==> src/rtl/dct_frame_sched_if.sv <==
// ============================================================================
// dct_frame_sched_if : config, sample-control and status bundle of dct_frame_sched
// Rev 1.0
// ============================================================================
`default_nettype none

interface dct_frame_sched_if;
   logic        cfg_valid;
   logic        cfg_ready;
   logic [11:0] cfg_fftpts;
   logic        in_valid;
   logic        in_ready;
   logic        in_sop;
   logic        in_eop;
   logic        stage_ready;
   logic        out_valid;
   logic        out_sop;
   logic        out_eop;
   logic [11:0] fftpts_out;
   logic        done_eop;
   logic        busy;
   logic        err_cfg;
   logic        err_len;
   logic        err_sop;
   logic [15:0] frame_cnt;

   modport slave (
      input  cfg_valid, cfg_fftpts, in_valid, in_sop, in_eop, stage_ready, done_eop,
      output cfg_ready, in_ready, out_valid, out_sop, out_eop, fftpts_out, busy,
             err_cfg, err_len, err_sop, frame_cnt
   );

   modport master (
      output cfg_valid, cfg_fftpts, in_valid, in_sop, in_eop, stage_ready, done_eop,
      input  cfg_ready, in_ready, out_valid, out_sop, out_eop, fftpts_out, busy,
             err_cfg, err_len, err_sop, frame_cnt
   );
endinterface

`default_nettype wire

==> src/rtl/dct_frame_sched.sv <==
// ============================================================================
// dct_frame_sched : per-frame gate and sop/eop regenerator ahead of the reorder stage
// Rev 1.0
// ============================================================================
`default_nettype none

module dct_frame_sched #(
   parameter int MIN_PTS      = 8,
   parameter int MAX_PTS      = 2048,
   parameter int MAX_INFLIGHT = 1
) (
   input  logic               clk,
   input  logic               rst_n,
   dct_frame_sched_if.slave   bus
);

   localparam logic [1:0]  c_idle    = 2'd0;
   localparam logic [1:0]  c_armed   = 2'd1;
   localparam logic [1:0]  c_run     = 2'd2;
   localparam logic [11:0] c_min_pts = 12'(MIN_PTS);
   localparam logic [11:0] c_max_pts = 12'(MAX_PTS);
   localparam logic [1:0]  c_max_inf = 2'(MAX_INFLIGHT);

   logic [1:0]  r_state;
   logic [11:0] r_fftpts;
   logic [11:0] r_cnt;
   logic [1:0]  r_inflight;
   logic [15:0] r_frame_cnt;
   logic        r_err_cfg;
   logic        r_err_len;
   logic        r_err_sop;

   logic w_cfg_ready, w_cfg_legal, w_cfg_acc, w_cfg_bad;
   logic w_in_ready, w_acc, w_last, w_fwd, w_sop_fwd, w_eop_fwd, w_done;
   logic w_armed, w_run;

   assign w_armed     = (r_state == c_armed);
   assign w_run       = (r_state == c_run);
   assign w_cfg_ready = (r_state == c_idle) | w_armed;
   // zero is rejected by the lower bound, so the single-bit test suffices
   assign w_cfg_legal = ((bus.cfg_fftpts & (bus.cfg_fftpts - 12'd1)) == 12'd0) &&
                        (bus.cfg_fftpts >= c_min_pts) && (bus.cfg_fftpts <= c_max_pts);
   assign w_cfg_acc   = bus.cfg_valid & w_cfg_ready & w_cfg_legal;
   assign w_cfg_bad   = bus.cfg_valid & w_cfg_ready & ~w_cfg_legal;

   assign w_in_ready  = (w_armed | w_run) & bus.stage_ready & (r_inflight < c_max_inf);
   assign w_acc       = bus.in_valid & w_in_ready;
   assign w_last      = (r_cnt == r_fftpts - 12'd1);
   assign w_fwd       = w_acc & (w_run | bus.in_sop);
   assign w_sop_fwd   = w_acc & w_armed & bus.in_sop;
   assign w_eop_fwd   = w_acc & w_run & w_last;
   assign w_done      = bus.done_eop & (r_inflight != 2'd0);

   always_ff @(posedge clk or negedge rst_n) begin
      if (!rst_n) begin
         r_state     <= c_idle;
         r_fftpts    <= 12'd0;
         r_cnt       <= 12'd0;
         r_inflight  <= 2'd0;
         r_frame_cnt <= 16'd0;
         r_err_cfg   <= 1'b0;
         r_err_len   <= 1'b0;
         r_err_sop   <= 1'b0;
      end else begin
         case (r_state)
            c_idle:  if (w_cfg_acc) r_state <= c_armed;
            c_armed: if (w_sop_fwd) r_state <= c_run;
            c_run:   if (w_eop_fwd) r_state <= c_armed;
            default: r_state <= c_idle;
         endcase

         if (w_cfg_acc) r_fftpts <= bus.cfg_fftpts;

         // framing is driven purely by the count; upstream eop is only audited
         if (w_sop_fwd)
            r_cnt <= 12'd1;
         else if (w_acc && w_run)
            r_cnt <= w_last ? 12'd0 : r_cnt + 12'd1;

         case ({w_eop_fwd, w_done})
            2'b10:   r_inflight <= r_inflight + 2'd1;
            2'b01:   r_inflight <= r_inflight - 2'd1;
            default: r_inflight <= r_inflight;
         endcase

         if (w_done) r_frame_cnt <= r_frame_cnt + 16'd1;

         r_err_cfg <= w_cfg_bad;
         r_err_sop <= (w_acc & w_armed & ~bus.in_sop) | (w_acc & w_run & bus.in_sop);
         r_err_len <= (w_acc & w_run & (bus.in_eop != w_last)) | (w_sop_fwd & bus.in_eop);
      end
   end

   assign bus.cfg_ready  = w_cfg_ready;
   assign bus.in_ready   = w_in_ready;
   assign bus.out_valid  = w_fwd;
   assign bus.out_sop    = w_sop_fwd;
   assign bus.out_eop    = w_eop_fwd;
   assign bus.fftpts_out = r_fftpts;
   assign bus.busy       = w_run | (r_inflight != 2'd0);
   assign bus.err_cfg    = r_err_cfg;
   assign bus.err_len    = r_err_len;
   assign bus.err_sop    = r_err_sop;
   assign bus.frame_cnt  = r_frame_cnt;

endmodule

`default_nettype wire

==> src/flat_wrapper.sv <==
// flat-port wrapper written by rule: the top's interface ports become plain ports
module dct_frame_sched_flat 
#(
   parameter int MIN_PTS      = 8,
   parameter int MAX_PTS      = 2048,
   parameter int MAX_INFLIGHT = 1
)
  (clk, rst_n, bus_cfg_valid, bus_cfg_fftpts, bus_in_valid, bus_in_sop, bus_in_eop, bus_stage_ready, bus_done_eop, bus_cfg_ready, bus_in_ready, bus_out_valid, bus_out_sop, bus_out_eop, bus_fftpts_out, bus_busy, bus_err_cfg, bus_err_len, bus_err_sop, bus_frame_cnt);
  dct_frame_sched_if bus_i ();
  input  logic clk;
  input  logic rst_n;
  input wire logic [$bits(bus_i.cfg_valid)-1:0] bus_cfg_valid;
  input wire logic [$bits(bus_i.cfg_fftpts)-1:0] bus_cfg_fftpts;
  input wire logic [$bits(bus_i.in_valid)-1:0] bus_in_valid;
  input wire logic [$bits(bus_i.in_sop)-1:0] bus_in_sop;
  input wire logic [$bits(bus_i.in_eop)-1:0] bus_in_eop;
  input wire logic [$bits(bus_i.stage_ready)-1:0] bus_stage_ready;
  input wire logic [$bits(bus_i.done_eop)-1:0] bus_done_eop;
  output wire logic [$bits(bus_i.cfg_ready)-1:0] bus_cfg_ready;
  output wire logic [$bits(bus_i.in_ready)-1:0] bus_in_ready;
  output wire logic [$bits(bus_i.out_valid)-1:0] bus_out_valid;
  output wire logic [$bits(bus_i.out_sop)-1:0] bus_out_sop;
  output wire logic [$bits(bus_i.out_eop)-1:0] bus_out_eop;
  output wire logic [$bits(bus_i.fftpts_out)-1:0] bus_fftpts_out;
  output wire logic [$bits(bus_i.busy)-1:0] bus_busy;
  output wire logic [$bits(bus_i.err_cfg)-1:0] bus_err_cfg;
  output wire logic [$bits(bus_i.err_len)-1:0] bus_err_len;
  output wire logic [$bits(bus_i.err_sop)-1:0] bus_err_sop;
  output wire logic [$bits(bus_i.frame_cnt)-1:0] bus_frame_cnt;
  assign bus_i.cfg_valid = bus_cfg_valid;
  assign bus_i.cfg_fftpts = bus_cfg_fftpts;
  assign bus_i.in_valid = bus_in_valid;
  assign bus_i.in_sop = bus_in_sop;
  assign bus_i.in_eop = bus_in_eop;
  assign bus_i.stage_ready = bus_stage_ready;
  assign bus_i.done_eop = bus_done_eop;
  assign bus_cfg_ready = bus_i.cfg_ready;
  assign bus_in_ready = bus_i.in_ready;
  assign bus_out_valid = bus_i.out_valid;
  assign bus_out_sop = bus_i.out_sop;
  assign bus_out_eop = bus_i.out_eop;
  assign bus_fftpts_out = bus_i.fftpts_out;
  assign bus_busy = bus_i.busy;
  assign bus_err_cfg = bus_i.err_cfg;
  assign bus_err_len = bus_i.err_len;
  assign bus_err_sop = bus_i.err_sop;
  assign bus_frame_cnt = bus_i.frame_cnt;
  dct_frame_sched #(.MIN_PTS(MIN_PTS), .MAX_PTS(MAX_PTS), .MAX_INFLIGHT(MAX_INFLIGHT)) u_core (.clk(clk), .rst_n(rst_n), .bus(bus_i));
endmodule
==> config.mk <==
export PLATFORM = sky130hd
export DESIGN_NAME = dct_frame_sched_flat
export DESIGN_NICKNAME = d
export VERILOG_FILES = /design/src/rtl/dct_frame_sched_if.sv /design/src/rtl/dct_frame_sched.sv /design/src/flat_wrapper.sv
export SDC_FILE = /design/constraint.sdc
export NUM_CORES = 1
export LEC_CHECK = 0
export BUFFER_PORTS_ARGS = -buffer_cell sky130_fd_sc_hd__buf_2
export CAP_MARGIN = 5
export CORE_MARGIN = 2
export CORE_UTILIZATION = 30
export DETAILED_ROUTE_END_ITERATION = 10
export PLACE_DENSITY = 0.58
export SYNTH_ARGS = -nofsm -noshare
export SYNTH_HDL_FRONTEND = slang
export SYNTH_SLANG_ARGS = --single-unit
==> constraint.sdc <==
create_clock -name clk -period 3.2 [get_ports clk]
set_clock_uncertainty 0.2 [all_clocks]
set_input_delay 0.16 -clock clk [delete_from_list [all_inputs] [get_ports clk]]
set_output_delay 0.16 -clock clk [all_outputs]
set_load 0.03 [all_outputs]
==> results.toml, run 1 <==
[logic_synthesis]
synth-seq-cells = 47
synth_edf_count = 0
ys_async_sr_fraction_pct = 100
synth.net_count = 304
netlist_area_um2 = 2710
yosysSeqAreaShare_pct = 43.4
yosysWarnings = 0
synth_cell_types = 48
yosys_most_used_dff = "dfrtp_1"
synth.avg_cell_area_um2 = 9.86
postSynthCellCount = 275

[place]
portBuffers = 56
dp_hpwl_um = 4710
dpl.cell_count = 434
finalWeightedCongestion = 0.794

[cts]
cts_root_buf = "clkbuf_8"
clkTransAtPathRegs_ps = 90
ctsResizeCount = 0
clockBufferDepth = 2
cts-hold-fix-buffers = 13
numCtsBuffers = 5
insertion_delay_ps = 300
cts_tree = "yes"
cts.htree.levels = 2
cts_sinks = 47
postCtsSetupBuffers = 0

[outcome]
outcome = "finished clean"

[layout]
area_delta_synth_final_pct = 23.4
antenna_cells = 0
drive_gt1_share_pct = 25.1
nNetsFinal = 375
fin_util_pct = 38.2
final_cells = 455
n_fill_cell = 882

[routing]
ant_nets = 0
drt_iter0_drc = 86
drt_pass1_iterations = 5
wl_per_cell_um = 13.8
drc_errors = 0
vias = 2228
avgViaCountPerCell = 4.90
routed_wl_um = 6290

[setup_path]
cp-end-kind = "output pin"
worstPathRequired_ps = 2840
path_max_fanout = 8
critical_path_arrival_ps = 2640
start_kind = "flop"
crit_type = "reg2out"

[die]
placementRows = 34
core_um2 = 8760
die_area_um2 = 9820
start_util_pct = 31.0
die_h_um = 99.1
die_w_um = 99.1
io_pins = 57

[pwr]
ir_drop_v = 0.000185
power.total_mw = 1.72
p_leak_nw = 1.64
powerDensity_nw_per_um2 = 514

[timing]
period_needed_ps = 3000
setup_viol = 0
period_share_pct = 93.9
grt_setup_unrepaired = "no"
fmax_mhz = 333
tightest_slew_ps = 1050
finalHoldViolations = 0
drv_slew = 0
relSlewSlack_pct = 30.0
setup_tns_ps = 0

[grt]
track_usage_pct = 13.3
grt_pass1_vias = 2278
grt_max_degree = 48
grt_pass1_wl_um = 10900
antenna_found_initial = 0
grt_overflow_total = 0

[hold_path]
min_path_type = "in2reg"

[flow_run]
max_cap_violations = 0
-- area by class of cell --
type	instances	area [um^2]	share of cell area, %
clock buffers	5	68.8	2.06
clock inverters	3	43.8	1.31
inverters	11	41.3	1.23
multi-input cells	211	1460	43.7
flip-flops and latches	47	1180	35.1
well taps	108	135	4.04
repair buffers	70	418	12.5
-- path summary, 6_finish.rpt --
| kind | depth (start not counted) | start | endpoint | slack, ps |
|---|---|---|---|---|
| max | 7 | u_core.bus.fftpts_out[2] | bus_out_eop | 200 |
| max in group asynchronous | 2 | rst_n | u_core.bus.fftpts_out[7] | 1760 |
| min | 4 | bus_done_eop | u_core.bus.frame_cnt[0] | 180 |
| min in group asynchronous | 2 | rst_n | u_core.bus.frame_cnt[9] | 370 |
| min reg2reg | 1 | u_core.bus.frame_cnt[15] | u_core.bus.frame_cnt[15] | 270 |
| max reg2reg | 8 | u_core.bus.fftpts_out[2] | u_core.r_inflight[1] | 310 |
-- report_power, final --
group,switching [mW],leakage (nW),internal (mW)
combinational,0.328,0.953,0.212
clock,0.207,0.0581,0.233
sequential,0.0741,0.625,0.666
-- state kept, by name (all words and copies together), names as in the netlist --
signal	cells
u_core.bus.err_cfg	1
u_core.bus.err_len	1
u_core.bus.err_sop	1
u_core.bus.fftpts_out	12
u_core.bus.frame_cnt	16
u_core.r_cnt	12
u_core.r_inflight	2
u_core.r_state	2
-- critical path, stage by stage (launching register included) --
cell and delay [ps]:
dfrtp_1 460, or3_1 470, xnor2_1 160, nor4_1 510, and4_2 350, nand3_1 120, inv_1 70, buf_2 200
-- stage by stage --
stage | cell area, um^2 | hold WS, ps | worst slack (ps)
after floorplan | 2710 | -336 | 288
after global placement | 3100 | 187 | 399
after detailed placement | 3100 | 189 | 341
after CTS | 3350 | 169 | 195
after global routing | 3350 | 198 | 5.34
final | 3350 | 179 | 196
-- routing by layer --
metal  GRT usage, %  vias up  part of all wire (%)
met5              0        -                     0
met4           4.21        0                   2.0
met3           1.62       12                   2.3
met2           23.9       38                    52
met1           16.5     1066                    43
li1               -     1112                     -
-- Yosys cell counts (2+ instances only) --
library cell | number | area [um^2]
a21o_1 | 2 | 15.0
ha_1 | 9 | 113
xnor2_1 | 24 | 210
or3_1 | 6 | 37.5
nor3b_1 | 2 | 15.0
nor3_1 | 5 | 25.0
nor4_1 | 3 | 18.8
or2_2 | 3 | 18.8
mux2i_1 | 3 | 30.0
nand2b_1 | 3 | 18.8
nor2_1 | 26 | 97.6
nand4_1 | 6 | 37.5
and4_1 | 2 | 17.5
nor2b_1 | 9 | 56.3
nand3_1 | 12 | 60.1
a2111oi_0 | 2 | 17.5
xor2_1 | 14 | 123
clkbuf_1 | 4 | 15.0
a31oi_1 | 3 | 18.8
mux2_2 | 10 | 113
dfrtp_1 | 47 | 1180
o211ai_1 | 3 | 22.5
nand2_1 | 21 | 78.8
a21oi_1 | 5 | 25.0
and4bb_2 | 2 | 25.0
o21a_1 | 4 | 30.0
inv_1 | 11 | 41.3
o22ai_1 | 2 | 12.5
o21ai_0 | 9 | 45.0
and3_1 | 5 | 31.3
-- cells by family after synthesis --
family	count (synthesis)	synth area share [%]
and+or+nand+nor	113	22.6
AOI/OAI and AO/OA	38	9.73
adders and majority gates	9	4.15
DFF	47	43.4
buffers and inverters	17	2.67
xor gates and xnor gates	38	12.3
muxes	13	5.26
-- placed cells by master, fill, tap and decap left out, types with 2 or more instances in the layout --
cell           count
a2111oi_0          2
o21ai_0            9
nor2_1            26
nor4_1             3
or2_2              3
dfrtp_1           47
a21oi_1            5
nor3_1             5
nand3_1           12
nand4_1            6
mux2_2            10
ha_1               9
buf_2             56
and4bb_2           2
or3_1              6
nor3b_1            2
dlygate4sd3_1     13
xor2_1            14
nand2_1           21
nand2b_1           3
o21a_1             4
nor2b_1            9
and3_1             5
a21o_1             2
o211ai_1           3
clkbuf_8           5
and4_1             2
a31oi_1            3
xnor2_1           24
o22ai_1            2
mux2i_1            3
inv_1             11
(Power assumes the default switching activity.)
==> inputs of run 2 (changes only) <==
--- a/config.mk
+++ b/config.mk
@@ -7,10 +7,10 @@
 export LEC_CHECK = 0
 export BUFFER_PORTS_ARGS = -buffer_cell sky130_fd_sc_hd__buf_2
 export CAP_MARGIN = 5
-export CORE_MARGIN = 2
 export CORE_UTILIZATION = 30
 export DETAILED_ROUTE_END_ITERATION = 10
-export PLACE_DENSITY = 0.58
+export PLACE_DENSITY = 0.6
+export SETUP_SLACK_MARGIN = 0.5
 export SYNTH_ARGS = -nofsm -noshare
 export SYNTH_HDL_FRONTEND = slang
 export SYNTH_SLANG_ARGS = --single-unit
==> constraint.sdc (replaced) <==
create_clock -name clk -period 2.72 [get_ports clk]
set_clock_uncertainty 0.2 [all_clocks]
set_input_delay 0.136 -clock clk [delete_from_list [all_inputs] [get_ports clk]]
set_output_delay 0.136 -clock clk [all_outputs]
set_load 0.03 [all_outputs]
==> run 2 against run 1 <==
  * Final area increased by 8.5%
  * Critical path depth unchanged
  * Sequential power is 19% higher
  * Core utilization increased by 3.4 points
  * Die area is 4.0% lower
  * Via count increased by 3.6%
  * Non-clock buffer count is 15 higher
  * Sequential share of layout area is 2.5 points lower
  * Clock power up 20%
  * Count of clock-buffer cells in the layout unchanged
  * Setup slack lost 130 ps
  * Combinational power increased by 30%
==> results.toml, run 2 (synthesis results as in run 1) <==
[routing]
avgViaCountPerCell = 4.91
wl_per_cell_um = 14.1
routed_wl_um = 6600
drc_errors = 0
ant_nets = 0
vias = 2309
drt_pass1_iterations = 4
drt_iter0_drc = 94

[pwr]
powerDensity_nw_per_um2 = 581
p_leak_nw = 1.71
ir_drop_v = 0.000254
power.total_mw = 2.11

[setup_path]
critPathMaxStageDelay_ps = 540
setup.worst_path.start = "u_core.bus.fftpts_out[4]"
crit_path_cell_trace = "or4_4 > or3_4 > a32oi_2 > and4_4 > nand3_4 > inv_2 > buf_6"
worstPathRequired_ps = 2380
start_kind = "flop"
critical_path_arrival_ps = 2320
crit_type = "reg2out"
critPathSlowestCell = "or4_4"
regToRegStartpoint = "u_core.bus.fftpts_out[4]"
cp-end-kind = "output pin"
path_max_fanout = 3

[layout]
fin_util_pct = 41.6
area_delta_synth_final_pct = 33.9
final_cells = 470
nNetsFinal = 390
drive_gt1_share_pct = 37.0
antenna_cells = 0
largest_register_ffs = 16
mostFrequentLayoutCell = "buf_2"
most-common-layout-cells = "buf_2 (54), dfrtp_1 (40), xnor2_1 (24)"

[timing]
fmax_mhz = 377
finalHoldViolations = 0
grt_setup_unrepaired = "yes"
relSlewSlack_pct = 38.9
period_share_pct = 97.5
period_needed_ps = 2650
setup_viol = 0
setup_tns_ps = 0
final.setup.worst_slack_ps = 68.4
tightest_slew_ps = 917
drv_slew = 0

[cts]
clockBufferDepth = 2
numCtsBuffers = 5
cts_sinks = 47
cts_root_buf = "clkbuf_8"
insertion_delay_ps = 310
cts.htree.levels = 2
cts_tree = "yes"
clkTransAtPathRegs_ps = 90

[place]
dpl.cell_count = 438
dp_hpwl_um = 4770
portBuffers = 56
finalWeightedCongestion = 0.811
place_ws_ps = 139

[grt]
grt_pass1_wl_um = 11000
track_usage_pct = 14.2
antenna_found_initial = 0
grt_overflow_total = 0
grt_pass1_vias = 2327
grt_max_degree = 41

[die]
core_um2 = 8720
die_h_um = 97.1
die_area_um2 = 9430
io_pins = 57
placementRows = 34
start_util_pct = 31.1
die_w_um = 97.1

[outcome]
outcome = "finished clean"

[hold_path]
min_path_type = "in2reg"
min-delay-start = "bus_cfg_fftpts[6]"

[flow_run]
max_cap_violations = 0
run 2: changes by cell type in the layout (fill, tap and decap cells not counted), moves of 3 or more:
cell,before,now
ha_4,0,3
inv_1,11,7
buf_4,1,14
inv_2,0,4
dfrtp_1,47,40
ha_1,9,5
nor2_1,26,22
nor2_2,0,4
dfrtp_2,0,7
o21ai_0,9,6
buf_6,0,3
run 2: report_power, final:
part	switching, mW	internal, mW
clock	0.255	0.274
sequential	0.0930	0.784
combinational	0.413	0.291
run 2: what timing repair did:
action / in CTS / in global routing
setup buffers: 11 / 0
endpoints found under the hold margin: 51 / 0
resized for setup: 17 / 13
pin swaps: 9 / 6
hold buffers: 13 / 0
setup endpoints to repair: 28 / 31
run 2: path summary, 6_finish.rpt:
kind	endpoint	depth (start not counted)	slack (ps)
max in group asynchronous	u_core.bus.fftpts_out[5]	3	1330
worst max-delay path	bus_out_eop	7	70
worst max register to register	u_core.r_inflight[0]	8	70
worst min-delay path	u_core.bus.err_cfg	5	130
min in group asynchronous	u_core.bus.frame_cnt[13]	2	280
worst min register to register	u_core.bus.frame_cnt[15]	1	270
run 2: area by class of cell:
class | count | area, um^2
inverter | 11 | 41.3
clock buffer | 5 | 68.8
sequential | 47 | 1180
fill | 838 | 5090
timing repair buffer | 85 | 559
multi-input combinational | 211 | 1600
tap | 108 | 135
clock inverter | 3 | 43.8
run 2: through the flow:
stage	cell area (um^2)	hold WS, ps
floorplan	2770	-360
global placement	3190	128
detailed placement	3190	126
CTS	3580	101
global route	3630	150
finish	3630	128
run 2: critical path, delay by kind of cell (launching register included):
| family | cells | cell delay, ps |
|---|---|---|
| AOI/OAI and AO/OA | 1 | 190 |
| and+or+nand+nor | 4 | 1220 |
| buffers and inverters | 2 | 180 |
| DFF | 1 | 410 |
run 2: metal layers:
layer  global-route usage, %  up-vias  part of all wire (%)
li1                        -     1137                     -
met2                    25.6       20                    51
met5                       0        -                     0
met3                    1.80        8                   1.5
met4                    4.59        0                   1.5
met1                    17.4     1144                    46
==> inputs of run 3 (changes only) <==
--- a/config.mk
+++ b/config.mk
@@ -7,6 +7,7 @@
 export LEC_CHECK = 0
 export BUFFER_PORTS_ARGS = -buffer_cell sky130_fd_sc_hd__buf_2
 export CAP_MARGIN = 5
+export CORE_MARGIN = 2
 export CORE_UTILIZATION = 30
 export DETAILED_ROUTE_END_ITERATION = 10
 export PLACE_DENSITY = 0.6
==> run 3 against run 2 <==
  * Count of clock-buffer cells in the layout unchanged
  * Non-clock buffer count increased by 6
  * Hold slack got worse by 46 ps
  * Via count about the same
==> results.toml, run 3 (synthesis results as in run 1) <==
[outcome]
outcome = "finished clean"

[die]
core_um2 = 8760
placementRows = 34
start_util_pct = 31.0
io_pins = 57
die_w_um = 99.1
die_h_um = 99.1
die_area_um2 = 9820

[setup_path]
critPathSlowestCell = "or4_4"
worstPathRequired_ps = 2380
setup.worst_path.start = "u_core.bus.fftpts_out[4]"
crit_type = "reg2out"
path_max_fanout = 3
start_kind = "flop"
regToRegStartpoint = "u_core.bus.fftpts_out[4]"
critPathMaxStageDelay_ps = 560
critical_path_arrival_ps = 2320
cp-end-kind = "output pin"
crit_path_cell_trace = "or4_4 > or3_4 > a32oi_2 > and4_4 > nand3_4 > inv_2 > buf_6"

[pwr]
p_leak_nw = 1.75
power.total_mw = 2.17
ir_drop_v = 0.000250
powerDensity_nw_per_um2 = 591

[layout]
mostFrequentLayoutCell = "buf_2"
drive_gt1_share_pct = 37.0
seqCellArea_um2 = 1180
most-common-layout-cells = "buf_2 (54), dfrtp_1 (41), nor2_1 (26)"
antenna_cells = 0
largest_register_ffs = 16
multi_input_area_um2 = 1610
nNetsFinal = 396
area_delta_synth_final_pct = 35.3
n_fill_cell = 854

[place]
finalWeightedCongestion = 0.818
dp_hpwl_um = 4860
portBuffers = 56

[cts]
numCtsBuffers = 5
clockBufferDepth = 2
cts.htree.levels = 2
cts_root_buf = "clkbuf_8"
insertion_delay_ps = 310
clkTransAtPathRegs_ps = 100
cts_sinks = 47
cts_tree = "yes"

[timing]
period_share_pct = 97.7
finalHoldViolations = 0
fmax_mhz = 376
drv_slew = 0
tightest_slew_ps = 511
setup_viol = 0
relSlewSlack_pct = 65.9
period_needed_ps = 2660
setup_tns_ps = 0
grt_setup_unrepaired = "yes"

[routing]
drc_errors = 0
routed_wl_um = 6620
vias = 2311
avgViaCountPerCell = 4.86
wl_per_cell_um = 13.9
drt_iter0_drc = 100
drt_pass1_iterations = 4
ant_nets = 0

[flow_run]
max_cap_violations = 0

[hold_path]
min_path_type = "in2reg"
min-delay-start = "bus_stage_ready"

[grt]
grt_max_degree = 22
grt_overflow_total = 0
grt_pass1_wl_um = 10800
track_usage_pct = 13.6
grt_pass1_vias = 2286
antenna_found_initial = 0
-- run 3: layout make-up --
cell class                 count  area share [%]
clock inverter                 3            1.26
sequential                    47            32.3
inverter                      11            1.13
timing repair buffer          91            15.9
clock buffer                   5            1.88
tap                          108            3.68
multi-input combinational    211            43.9
-- run 3: critical path: cells and delay by family (launching register included) --
family | cells | cell delay, ps
AOI/OAI and AO/OA | 1 | 190
buffers and inverters | 2 | 180
DFF | 1 | 410
and+or+nand+nor | 4 | 1250
-- run 3: layer usage --
metal  track usage [%]  vias to the layer above  wire length (um)
met5                 0                        -                 0
met4              6.01                        0               162
met3              2.18                       12               139
met2              23.1                       31              3390
met1              17.0                     1116              2930
li1                  -                     1152                 -
-- run 3: repair_timing --
| item | CTS | global route |
|---|---|---|
| cloned | 0 | 0 |
| resized for setup | 14 | 12 |
| setup endpoints to repair | 28 | 33 |
| hold endpoints to repair | 31 | 0 |
| pin swaps | 5 | 9 |
| hold buffers | 13 | 0 |
| setup buffers | 8 | 6 |
-- run 3: metrics by stage --
| step | setup slack (ps) | hold slack [ps] | cell area (um^2) | std cells | utilization, % |
|---|---|---|---|---|---|
| CTS | 46.5 | 84.7 | 3580 | 470 | 40.8 |
| global route | -18.1 | 84.6 | 3670 | 476 | 41.9 |
| detailed placement | 136 | -67.3 | 3210 | 441 | 36.6 |
| global placement | 185 | -62.9 | 3210 | 441 | 36.6 |
| finish | 62.8 | 81.8 | 3670 | 476 | 41.9 |
| floorplan | 172 | -360 | 2770 | 275 | - |
-- run 3: final timing paths --
check / endpoint / slack, ps / depth (start not counted)
setup reg to reg: u_core.r_inflight[1] / 70 / 9
min in group asynchronous: u_core.r_cnt[7] / 130 / 2
hold reg to reg: u_core.bus.frame_cnt[15] / 270 / 1
hold / removal: u_core.bus.err_sop / 80 / 3
max in group asynchronous: u_core.r_cnt[1] / 1590 / 3
setup / recovery: bus_out_eop / 60 / 7
-- run 3: report_power, final --
group	leakage [nW]	switching [mW]	internal, mW	total [mW]
clock	0.0548	0.259	0.277	0.537
combinational	1.08	0.431	0.326	0.757
sequential	0.618	0.0902	0.784	0.874
